`src/rtl/stopwatch_pkg.sv`:
```
// Shared FSM encoding, BCD limits and carry helper for the stopwatch.
package stopwatch_pkg;

  typedef enum logic [1:0] {
    IDLE  = 2'd0,
    RUN   = 2'd1,
    PAUSE = 2'd2
  } state_t;

  localparam logic [3:0] DIGIT_MAX  = 4'd9;
  localparam int         NUM_DIGITS = 4;

  // High when every digit below position n sits at its max.
  function automatic logic all_max_below(input logic [NUM_DIGITS-1:0] at_max, input int n);
    logic r;
    r = 1'b1;
    for (int j = 0; j < NUM_DIGITS; j++)
      if (j < n && !at_max[j]) r = 1'b0;
    return r;
  endfunction

endpackage

```
`src/rtl/bcd_digit.sv`:
```
// One decade counter digit; wraps 9 -> 0 on inc and flags when at 9.
module bcd_digit (
  input  logic       clk,
  input  logic       rst,
  input  logic       clr,
  input  logic       inc,
  output logic [3:0] val,
  output logic       at_max
);
  import stopwatch_pkg::*;

  logic [3:0] r_val;

  // >= keeps an illegal code from ever counting upward.
  always_ff @(posedge clk) begin
    if (rst)      r_val <= 4'd0;
    else if (clr) r_val <= 4'd0;
    else if (inc) r_val <= (r_val >= DIGIT_MAX) ? 4'd0 : r_val + 4'd1;
  end

  assign val    = r_val;
  assign at_max = (r_val == DIGIT_MAX);

endmodule

```
`src/rtl/stopwatch_ctrl.sv`:
```
// Stopwatch: run/pause/clear FSM, tick prescaler, 4-digit BCD count, lap capture.
module stopwatch_ctrl #(
  parameter int TICK_DIV = 10
) (
  input  logic        clk,
  input  logic        rst,
  input  logic        start_stop,
  input  logic        clear,
  input  logic        lap,
  output logic [15:0] bcd,
  output logic [15:0] lap_bcd,
  output logic        lap_valid,
  output logic        running,
  output logic        ovf
);
  import stopwatch_pkg::*;

  localparam int             PW      = (TICK_DIV > 1) ? $clog2(TICK_DIV) : 1;
  localparam logic [PW-1:0]  PRE_MAX = PW'(TICK_DIV - 1);

  state_t                          r_state, w_state_nxt;
  logic [PW-1:0]                   r_pre;
  logic                            w_tick, w_clr_cnt, w_lap_acc;
  logic [NUM_DIGITS:0]             w_carry;
  logic [NUM_DIGITS-1:0]           w_at_max;
  logic [NUM_DIGITS-1:0][3:0]      w_val;

  always_ff @(posedge clk) begin
    if (rst) r_state <= IDLE;
    else     r_state <= w_state_nxt;
  end

  // Clear beats start_stop only in PAUSE; elsewhere clear is ignored.
  always_comb begin
    w_state_nxt = r_state;
    w_clr_cnt   = 1'b0;
    case (r_state)
      IDLE:  if (start_stop) w_state_nxt = RUN;
      RUN:   if (start_stop) w_state_nxt = PAUSE;
      PAUSE: begin
        if (clear) begin
          w_state_nxt = IDLE;
          w_clr_cnt   = 1'b1;
        end else if (start_stop) begin
          w_state_nxt = RUN;
        end
      end
      default: w_state_nxt = IDLE;
    endcase
  end

  assign w_tick    = (r_state == RUN) && (r_pre == PRE_MAX);
  assign w_lap_acc = (r_state == RUN) && lap;

  // Prescaler phase survives PAUSE so resume keeps sub-tick timing.
  always_ff @(posedge clk) begin
    if (rst)                               r_pre <= '0;
    else if (r_state == IDLE || w_clr_cnt) r_pre <= '0;
    else if (r_state == RUN)               r_pre <= w_tick ? '0 : r_pre + PW'(1);
  end

  for (genvar g = 0; g <= NUM_DIGITS; g++) begin : g_carry
    assign w_carry[g] = w_tick & all_max_below(w_at_max, g);
  end

  for (genvar g = 0; g < NUM_DIGITS; g++) begin : g_digit
    bcd_digit u_digit (
      .clk    (clk),
      .rst    (rst),
      .clr    (w_clr_cnt),
      .inc    (w_carry[g]),
      .val    (w_val[g]),
      .at_max (w_at_max[g])
    );
  end

  assign bcd = w_val;

  always_ff @(posedge clk) begin
    if (rst) begin
      running   <= 1'b0;
      ovf       <= 1'b0;
      lap_valid <= 1'b0;
      lap_bcd   <= '0;
    end else begin
      running   <= (w_state_nxt == RUN);
      ovf       <= w_carry[NUM_DIGITS];
      lap_valid <= w_lap_acc;
      if (w_lap_acc) lap_bcd <= bcd;
    end
  end

endmodule

```
`config.mk`:
```
export PLATFORM = sky130hd
export DESIGN_NAME = stopwatch_ctrl
export DESIGN_NICKNAME = d
export VERILOG_FILES = /design/src/rtl/stopwatch_pkg.sv /design/src/rtl/bcd_digit.sv /design/src/rtl/stopwatch_ctrl.sv
export SDC_FILE = /design/constraint.sdc
export NUM_CORES = 1
export LEC_CHECK = 0
export BUFFER_PORTS_ARGS = -buffer_cell sky130_fd_sc_hd__buf_2
export CAP_MARGIN = 40
export CORE_AREA = 2 2 59 75
export DETAILED_ROUTE_END_ITERATION = 10
export DIE_AREA = 0 0 61 77
export GPL_ROUTABILITY_DRIVEN = 0
export PLACE_DENSITY = 0.75
export SYNTH_ARGS = -nofsm -noshare
export SYNTH_HDL_FRONTEND = slang
export SYNTH_HIERARCHICAL = 1
export SYNTH_SLANG_ARGS = --single-unit
```
`constraint.sdc`:
```
create_clock -name clk -period 1.8 [get_ports clk]
set_input_delay 0.09 -clock clk [delete_from_list [all_inputs] [get_ports clk]]
set_output_delay 0.09 -clock clk [all_outputs]
set_load 0.02 [all_outputs]
```
==> metrics.csv, run 1 <==
metric;value;unit
status;finished clean;
WP buf/inv;1;
Slew HR;0.655;
Max clock buf depth;2;
Chip Width;61;µm
# nets final;278;
top cell type's share of synthesized area;0.437;
Final HPWL DP;2.86;mm
share of cells above drive strength 1;0.262;
worst reg2reg path endpoint;g_digit[2].u_digit/val[3];
H-Tree Depth;2;
Via Count;1612;
Worst Tran Pin Value;0.517;ns
total of max-cap violations;0;
fin util;0.573;
post-synth cell types;33;
peak supply drop;0.304;mV
EDFF count, synth;0;
worst-skew pair later-pin latency;0.29;ns
sequential cell area fraction in the yosys report;0.437;
Initial Utilization;0.469;
Hold Startpoint;start_stop;
Yosys warnings;6;
IO buf count;39;
clock sink count;41;
DRT antenna net count;0;
Slew Viols, Final;0;
# fillers;372;
Avg WL per Cell;12.7;µm
worst clock skew;0.00480;ns
top cells by count, synth;dfxtp_1, nand2_1, nor2_1;
CTS tree;built;
Top Ports;40;
clock root cell;clkbuf_8;
Overflow after GRT;0;
Static Leak;0.00103;µW
Area contributors post-synth;dfxtp_1, ha_1, nand2_1, a21oi_1, nor2_1;
TritonCTS Buffers;5;
CP top delay family;simple AND/OR/NAND/NOR gates;
Post-Syn Area;1880;µm²
synthesized flop and latch total;41;
Hold Path Class;primary input to flop;
Top Usage Layer GRT;met2;
DR vias/cell;5.10;
count leader, synth;dfxtp_1;
Synth async-reset ratio;0;
Cells after Synth;209;
Die Y;77;µm
Post-CTS Hold Buffers;0;
final-report hold violation count;0;
wire length of the first global-routing pass;6.47;mm
crit path max fanout;5;
unrepaired setup endpoints after global routing;false;
WHS Endpoint;r_state[0];
Die ar.;4700;µm²
Primary FF master, synth;dfxtp_1;
Mapped Nets;228;
highest clock rate;590;MHz
DR iter-0 viols;55;
crit end category;flop;
r2r startpoint;r_pre[1];
M3 GR Usage;0.0287;
R2R Setup Slk;0.10;ns
Setup crit start kind;flop;
Worst Reg-to-Reg Cells;7;
critical path class;flop to flop;
Core Region;4000;µm²
Arr. time, crit path;1.92;ns
met2 Use GR;0.309;
TritonRoute pass-1 iters;4;
Residual DRC;0;
met1 Track Usage GR;0.211;
ANT cells;0;
crit path cell chain;inv_1, ha_2, and3b_2, and3_4, and2_4, a311o_1, nor2_1;
Area growth, synth to finish;22.2;%
WP data required;2.03;ns
Total GRT Usage;0.180;
Std-Cell Rows;26;
clock-pin slew of the registers on the worst-case setup and hold paths;0.08;ns
Slowest cell on crit path;a311o_1;
period utilization;0.942;
largest net degree at the start of global routing;27;
Yosys top cell by area;dfxtp_1;
final setup fails;0;
syn avg cell area;8.99;µm²
power density cells;738;nW/µm²
Hold Path Depth;3;
slowest cell delay on critical path;0.40;ns
hold_ws;0.104;ns
initial antenna violation count;0;
setup TNS;0;ns
vias in the first global route;1468;
final wirelength;4.01;mm
minimum clock period after layout;1.70;ns
==> per-layer routing <==
layer | routed length [µm] | up-vias
li1 | - | 801
met1 | 1750 | 768
met2 | 2050 | 37
met3 | 152 | 6
met4 | 59 | 0
met5 | 0 | -
==> logic make-up after synthesis <==
logic type               synth area share
AO/OA/AOI/OAI                      0.0979
flip-flops                          0.437
buffers and inverters              0.0426
XOR/XNOR                           0.0606
multiplexers                       0.0213
AND/OR/NAND/NOR                     0.247
adder cells (fa/ha/maj)            0.0933
==> worst register-to-register path: cells and delay by family (launching register included) <==
| kind | cells | cell delay (ns) |
|---|---|---|
| and+or+nand+nor | 4 | 0.70 |
| AOI/OAI and AO/OA | 1 | 0.40 |
| DFF | 1 | 0.33 |
| adders and majority gates | 1 | 0.17 |
| buffers and inverters | 1 | 0.04 |
==> layout by cell type, fill, tap and decap left out, types with 2 or more instances in the layout <==
| cell type | Yosys | final |
|---|---|---|
| dfxtp_1 | 41 | 38 |
| inv_1 | 10 | 9 |
| a311o_1 | 4 | 4 |
| nand4_1 | 4 | 4 |
| nor2b_1 | 2 | 2 |
| or3_1 | 2 | 2 |
| buf_2 | 1 | 39 |
| buf_4 | 1 | 10 |
| clkbuf_8 | 0 | 7 |
| nand2_1 | 39 | 39 |
| xor2_1 | 8 | 8 |
| nor2_1 | 22 | 22 |
| and3b_1 | 7 | 6 |
| a21oi_1 | 21 | 21 |
| dfxtp_2 | 0 | 2 |
| xnor2_1 | 5 | 5 |
| mux2i_1 | 4 | 4 |
| ha_1 | 14 | 13 |
| nand3_1 | 2 | 2 |
| or3b_1 | 4 | 4 |
==> power breakdown <==
group | internal (µW) | switching, µW | leakage, µW
Combinational | 41.6 | 74.0 | 0.000639
Sequential | 914 | 5.08 | 0.000333
Clock | 347 | 313 | 0.0000542
==> repair_timing <==
item | in CTS | in global routing
resized for setup | 0 | 8
buffers inserted | 0 | 1
endpoints found under the setup margin | 0 | 8
==> state kept, by name, summed over array words and instances (netlist names) <==
signal	count
r_state	2
ovf	1
lap_bcd	16
lap_valid	1
r_pre	4
g_digit.u_digit/val	16
running	1
==> worst max path at each step <==
stage | from | endpoint | slack, ns | cells after the start
finish | r_pre[1] | g_digit[2].u_digit/val[3] | 0.10 | 7
global route | r_pre[1] | g_digit[2].u_digit/val[1] | 0.02 | 7
CTS | r_pre[1] | g_digit[3].u_digit/val[1] | 0.04 | 7
detailed placement | r_pre[1] | g_digit[2].u_digit/val[1] | 0.06 | 7
global placement | r_pre[1] | g_digit[3].u_digit/val[0] | 0.14 | 7
floorplan | r_pre[1] | g_digit[3].u_digit/val[1] | 0.04 | 7
==> layout make-up <==
| type | instances | area, µm² | area share |
|---|---|---|---|
| Inverter | 10 | 37.5 | 0.0164 |
| Clock buffer | 7 | 96.3 | 0.0420 |
| Sequential cell | 41 | 827 | 0.360 |
| Tap cell | 56 | 70.1 | 0.0305 |
| Timing Repair Buffer | 49 | 270 | 0.118 |
| Clock inverter | 1 | 5.00 | 0.00218 |
| Multi-Input combinational cell | 152 | 988 | 0.431 |
==> metrics by stage <==
stage	total power (µW)	worst slack, ns	instances	instance area, µm²
floorplan	1030	0.0449	209	1880
global placement	1060	0.142	307	2170
detailed placement	1060	0.0624	307	2170
CTS	1710	0.0386	315	2270
global route	1750	0.0151	316	2290
finish	1690	0.104	316	2290
(Power assumes the default switching activity.)
==> run 2, diff against run 1 <==
REMOVE_ABC_BUFFERS = 1   (was not set)
==> run 2 against run 1 <==
Compared with the run above:
- global-route usage rose by 0.51 points
- die area did not move
- count of clock-buffer cells in the layout fell by 1
- setup slack got worse by 0.0049 ns
- flip-flop and latch count did not move
- wire length fell by 3.6%
- critical path depth did not move
- combinational power barely moved
- total power fell by 3.2%
- maximum frequency fell by 0.29%
- final cell count fell by 0.32%
- first-iteration DRC count fell by 53%
- highest routed layer unchanged
==> metrics.csv, run 2 (synthesis results as in run 1) <==
metric;value;unit;change
status;finished clean;;
critical path class;flop to flop;;
combinational share of power;0.070;;+0.002
# nets final;277;;-0.36%
unrepaired setup endpoints after global routing;false;;
minimum clock period after layout;1.70;ns;+0.00487 ns
final setup fails;0;;unchanged
CTS tree;built;;
DR iter-0 viols;26;;-53%
highest clock rate;588;MHz;-0.29%
most frequent cells in the layout;nand2_1, dfxtp_1, buf_2, nor2_1, a21oi_1;;
Die ar.;4700;µm²;unchanged
# fillers;401;;+7.8%
largest net degree at the start of global routing;27;;unchanged
Slew HR;0.672;;+0.0170
power density cells;722;nW/µm²;-2.2%
vias in the first global route;1441;;-1.8%
clock root cell;clkbuf_8;;
Slew Viols, Final;0;;unchanged
period utilization;0.945;;+0.00271
Sequential Power Share;0.563;;+0.021
crit path max fanout;5;;unchanged
Arr. time, crit path;1.94;ns;+0.02 ns
crit path cell chain;inv_1, ha_2, and3b_1, and3_4, and3_4, a311o_1, nor2_1;;
crit end category;flop;;
share of cells above drive strength 1;0.243;;-0.0183
worst clock skew;0.00801;ns;+0.00321 ns
Top Ports;40;;unchanged
DRT antenna net count;0;;unchanged
Die Y;77;µm;unchanged
Worst Tran Pin Value;0.492;ns;-0.0254 ns
worst-skew pair later-pin latency;0.30;ns;about the same
cell repeated most along the worst path;and3_4;;
final-report hold violation count;0;;unchanged
IO buf count;39;;unchanged
TritonCTS Buffers;5;;unchanged
met1 Track Usage GR;0.231;;+0.0193
Final HPWL DP;2.75;mm;-3.9%
Initial Utilization;0.469;;unchanged
CP top delay family;simple AND/OR/NAND/NOR gates;;
hold_ws;0.0752;ns;-0.0288 ns
peak supply drop;0.620;mV;+100%
clock-pin slew of the registers on the worst-case setup and hold paths;0.08;ns;about the same
Placed Instance Area;2170;µm²;-0.12%
clock sink count;41;;unchanged
Chip Width;61;µm;unchanged
Clk pwr share;0.367;;-0.022
Residual DRC;0;;unchanged
Post-CTS Hold Buffers;0;;unchanged
wire length of the first global-routing pass;6.59;mm;+1.8%
Area growth, synth to finish;20.9;%;
met2 Use GR;0.297;;-0.0118
ANT cells;0;;unchanged
slowest cell delay on critical path;0.40;ns;about the same
Hold Path Class;primary input to flop;;
H-Tree Depth;2;;unchanged
Setup crit start kind;flop;;
Top Usage Layer GRT;met2;;
total of max-cap violations;0;;unchanged
post-layout power;1640;µW;-3.2%
M3 GR Usage;0.0472;;+0.0185
Static Leak;0.000999;µW;-2.6%
Pint;1230;µW;-5.4%
WP data required;2.04;ns;about the same
Avg WL per Cell;12.3;µm;-3.3%
TritonRoute pass-1 iters;4;;unchanged
Sw Share;0.249;;+0.0171
Overflow after GRT;0;;unchanged
Std-Cell Rows;26;;unchanged
WP buf/inv;1;;unchanged
fin util;0.568;;-0.00594
final wirelength;3.86;mm;-3.6%
Sw Pwr;408;µW;+3.9%
Final Instance Area;2270;µm²;-1.0%
Slowest cell on crit path;a311o_1;;
DR vias/cell;5.00;;-2.0%
Total GRT Usage;0.185;;+0.00505
initial antenna violation count;0;;unchanged
Max clock buf depth;2;;unchanged
Via Count;1575;;-2.3%
Core Region;4000;µm²;unchanged
R2R Setup Slk;0.1;ns;about the same
[run 2: area by class of cell]
cell class	instances	area (µm²)	area share
Multi-Input combinational cell	152	990	0.436
Sequential cell	41	823	0.363
Timing Repair Buffer	48	263	0.116
Clock buffer	6	72.6	0.0320
Tap cell	56	70.1	0.0309
Inverter	10	37.5	0.0165
Clock inverter	2	15.0	0.00661
[run 2: metal layers]
metal	up-vias	routed length [µm]
met3	5	165
met5	-	0
met2	31	1900
li1	795	-
met4	0	63
met1	744	1730
[run 2: what timing repair did]
item / in CTS / in global routing
setup buffers: 0 / 0
setup endpoints to repair: 0 / 8
gates resized for setup: 0 / 6
[run 2: final timing paths]
path / end / start / cells after the start
worst max register to register: g_digit[3].u_digit/val[3] / r_pre[1] / 7
worst min-delay path: r_state[1] / start_stop / 3
worst max-delay path: g_digit[3].u_digit/val[3] / r_pre[1] / 7
worst min register to register: lap_bcd[3] / lap_bcd[3] / 2
[run 2: power by group through the flow]
stage	Clock, µW	Sequential, µW	Combinational [µW]
global placement	0	944	115
CTS	620	923	115
detailed placement	0	945	115
global route	657	925	129
floorplan	0	952	57.2
finish	602	923	115
[run 2: stage by stage]
stage	cells	setup TNS (ns)	setup slack (ns)
5_1_grt	315	0	0.0128
4_1_cts	315	0	0.0316
3_5_place_dp	307	0	0.0653
6_report	315	0	0.0995
2_1_floorplan	203	-0.299	-0.0511
3_3_place_gp	307	0	0.138
[run 2: worst reg2reg max path: stages, from the launching register on]
cell and delay, ns:
dfxtp_2 0.33, inv_1 0.04, ha_2 0.17, and3b_1 0.20, and3_4 0.19, and3_4 0.20, a311o_1 0.40, nor2_1 0.12
==> run 3, diff against run 2 <==
CELL_PAD_IN_SITES_DETAIL_PLACEMENT = 1   (was not set)
CELL_PAD_IN_SITES_GLOBAL_PLACEMENT = 2   (was not set)
CORE_AREA = 2 2 75 95   (was 2 2 59 75)
DIE_AREA = 0 0 77 97   (was 0 0 61 77)
PLACE_DENSITY = 0.76   (was 0.75)
RECOVER_POWER = 50   (was not set)
==> run 3 against run 2 <==
Compared with the run above:
- utilization fell by 21 points
- sequential share of layout area fell by 0.69 points
- non-clock buffer count rose by 4
- flip-flop and latch count did not move
- die area rose by 59%
- maximum frequency rose by 0.46%
- via count rose by 2.3%
- critical path type unchanged
==> metrics.csv, run 3 (synthesis results as in run 1) <==
metric;value;unit;change
Std-Cell Rows;33;;+27%
DRT antenna net count;0;;unchanged
r2r startpoint;r_pre[1];;
setup TNS;0;ns;unchanged
wire length of the first global-routing pass;8.02;mm;+22%
ANT cells;0;;unchanged
Slew HR;0.709;;+0.0370
Worst Tran Pin Value;0.434;ns;-0.0578 ns
initial antenna violation count;0;;unchanged
worst reg2reg path endpoint;g_digit[3].u_digit/val[1];;
peak supply drop;0.287;mV;-54%
vias in the first global route;1641;;+14%
Die ar.;7470;µm²;+59%
WP data required;2.03;ns;about the same
unrepaired setup endpoints after global routing;false;;
Top Ports;40;;unchanged
TritonCTS Buffers;5;;unchanged
Arr. time, crit path;1.92;ns;-0.02 ns
Via Count;1612;;+2.3%
minimum clock period after layout;1.69;ns;-0.00773 ns
Placed Instance Area;2240;µm²;+3.2%
Setup crit start kind;flop;;
Max clock buf depth;2;;unchanged
worst-skew pair later-pin latency;0.29;ns;about the same
Hold Startpoint;start_stop;;
Critical Path Source;r_pre[1];;
DR iter-0 viols;57;;+120%
M3 GR Usage;0.0336;;-0.0136
TritonRoute pass-1 iters;4;;unchanged
crit end category;flop;;
crit path capture;g_digit[3].u_digit/val[1];;
Overflow after GRT;0;;unchanged
final-report hold violation count;0;;unchanged
worst clock skew;0.00393;ns;-0.00408 ns
H-Tree Depth;2;;unchanged
period utilization;0.940;;-0.00430
final wirelength;4.67;mm;+21%
Chip Width;77;µm;+26%
Slew Viols, Final;0;;unchanged
largest net degree at the start of global routing;21;;-22%
Avg WL per Cell;13.4;µm;+9.2%
Worst Reg-to-Reg Cells;7;;unchanged
final setup fails;0;;unchanged
IO buf count;39;;unchanged
Core Region;6520;µm²;+63%
clock root cell;clkbuf_8;;
clock-pin slew of the registers on the worst-case setup and hold paths;0.08;ns;about the same
Initial Utilization;0.288;;-0.181
Static Leak;0.000893;µW;-11%
Top Usage Layer GRT;met2;;
power density cells;764;nW/µm²;+5.8%
total of max-cap violations;0;;unchanged
R2R Setup Slk;0.11;ns;about the same
# nets final;281;;+1.4%
share of cells above drive strength 1;0.130;;-0.113
critical path class;flop to flop;;
met1 Track Usage GR;0.164;;-0.0669
Area growth, synth to finish;23.3;%;
Final Instance Area;2310;µm²;+1.9%
CTS tree;built;;
Die Y;97;µm;+26%
DR vias/cell;4.62;;-7.6%
Total GRT Usage;0.133;;-0.0520
Post-CTS Setup Inserts;0;;unchanged
met2 Use GR;0.230;;-0.0667
status;finished clean;;
clock sink count;41;;unchanged
Residual DRC;0;;unchanged
highest clock rate;591;MHz;+0.46%
crit path max fanout;5;;unchanged
Hold Path Class;primary input to flop;;
most frequent cells in the layout;nand2_1, dfxtp_1, clkbuf_1, nor2_1, a21oi_1;;
Final HPWL DP;3.34;mm;+22%
run 3: worst max-delay path, cell delays in order (launching register included):
cell and delay, ns:
dfxtp_2 0.33, inv_1 0.04, ha_2 0.17, and3b_1 0.20, and3_4 0.19, and3_4 0.20
a311o_1 0.40, nor2_1 0.11
run 3: metrics by stage:
step | hold slack [ns] | setup slack, ns | power (µW) | utilization | std cells
floorplan | 0.159 | -0.0511 | 1010 | - | 203
global placement | 0.384 | 0.113 | 1070 | 0.343 | 342
detailed placement | 0.383 | 0.0749 | 1070 | 0.343 | 342
CTS | 0.0725 | 0.0382 | 1800 | 0.359 | 349
global route | 0.0812 | 0.00923 | 1860 | 0.355 | 349
finish | 0.0828 | 0.107 | 1770 | 0.355 | 349
run 3: what timing repair did:
| action | in CTS | in global routing |
|---|---|---|
| setup endpoints to repair | 0 | 8 |
| gates resized for setup | 0 | 6 |
| hold buffers | 0 | 0 |
| endpoints found under the hold margin | 0 | 0 |
run 3: worst min-delay path by stage:
stage / endpoint / slack, ns / depth (start not counted)
2_1_floorplan: lap_bcd[0] / 0.16 / 1
3_3_place_gp: r_state[1] / 0.38 / 3
3_5_place_dp: r_state[1] / 0.38 / 3
4_1_cts: r_state[1] / 0.07 / 3
5_1_grt: r_state[1] / 0.08 / 3
6_report: r_state[1] / 0.08 / 3
run 3: routing by layer:
metal | wire, µm | vias up
li1 | - | 803
met1 | 2170 | 780
met2 | 2330 | 27
met3 | 155 | 2
met4 | 23 | 0
met5 | 0 | -
run 3: layout make-up:
class,instances,area (µm²)
timing repair buffer,52,251
clock buffer,5,68.8
fill,827,4210
inverter,10,37.5
multi-input combinational,152,990
sequential,41,823
clock inverter,2,35.0
tap,87,109
run 3: power breakdown:
part           total [µW]  switching [µW]  internal, µW
combinational         122            79.4          42.1
sequential            920            4.69           915
clock                 727             323           404
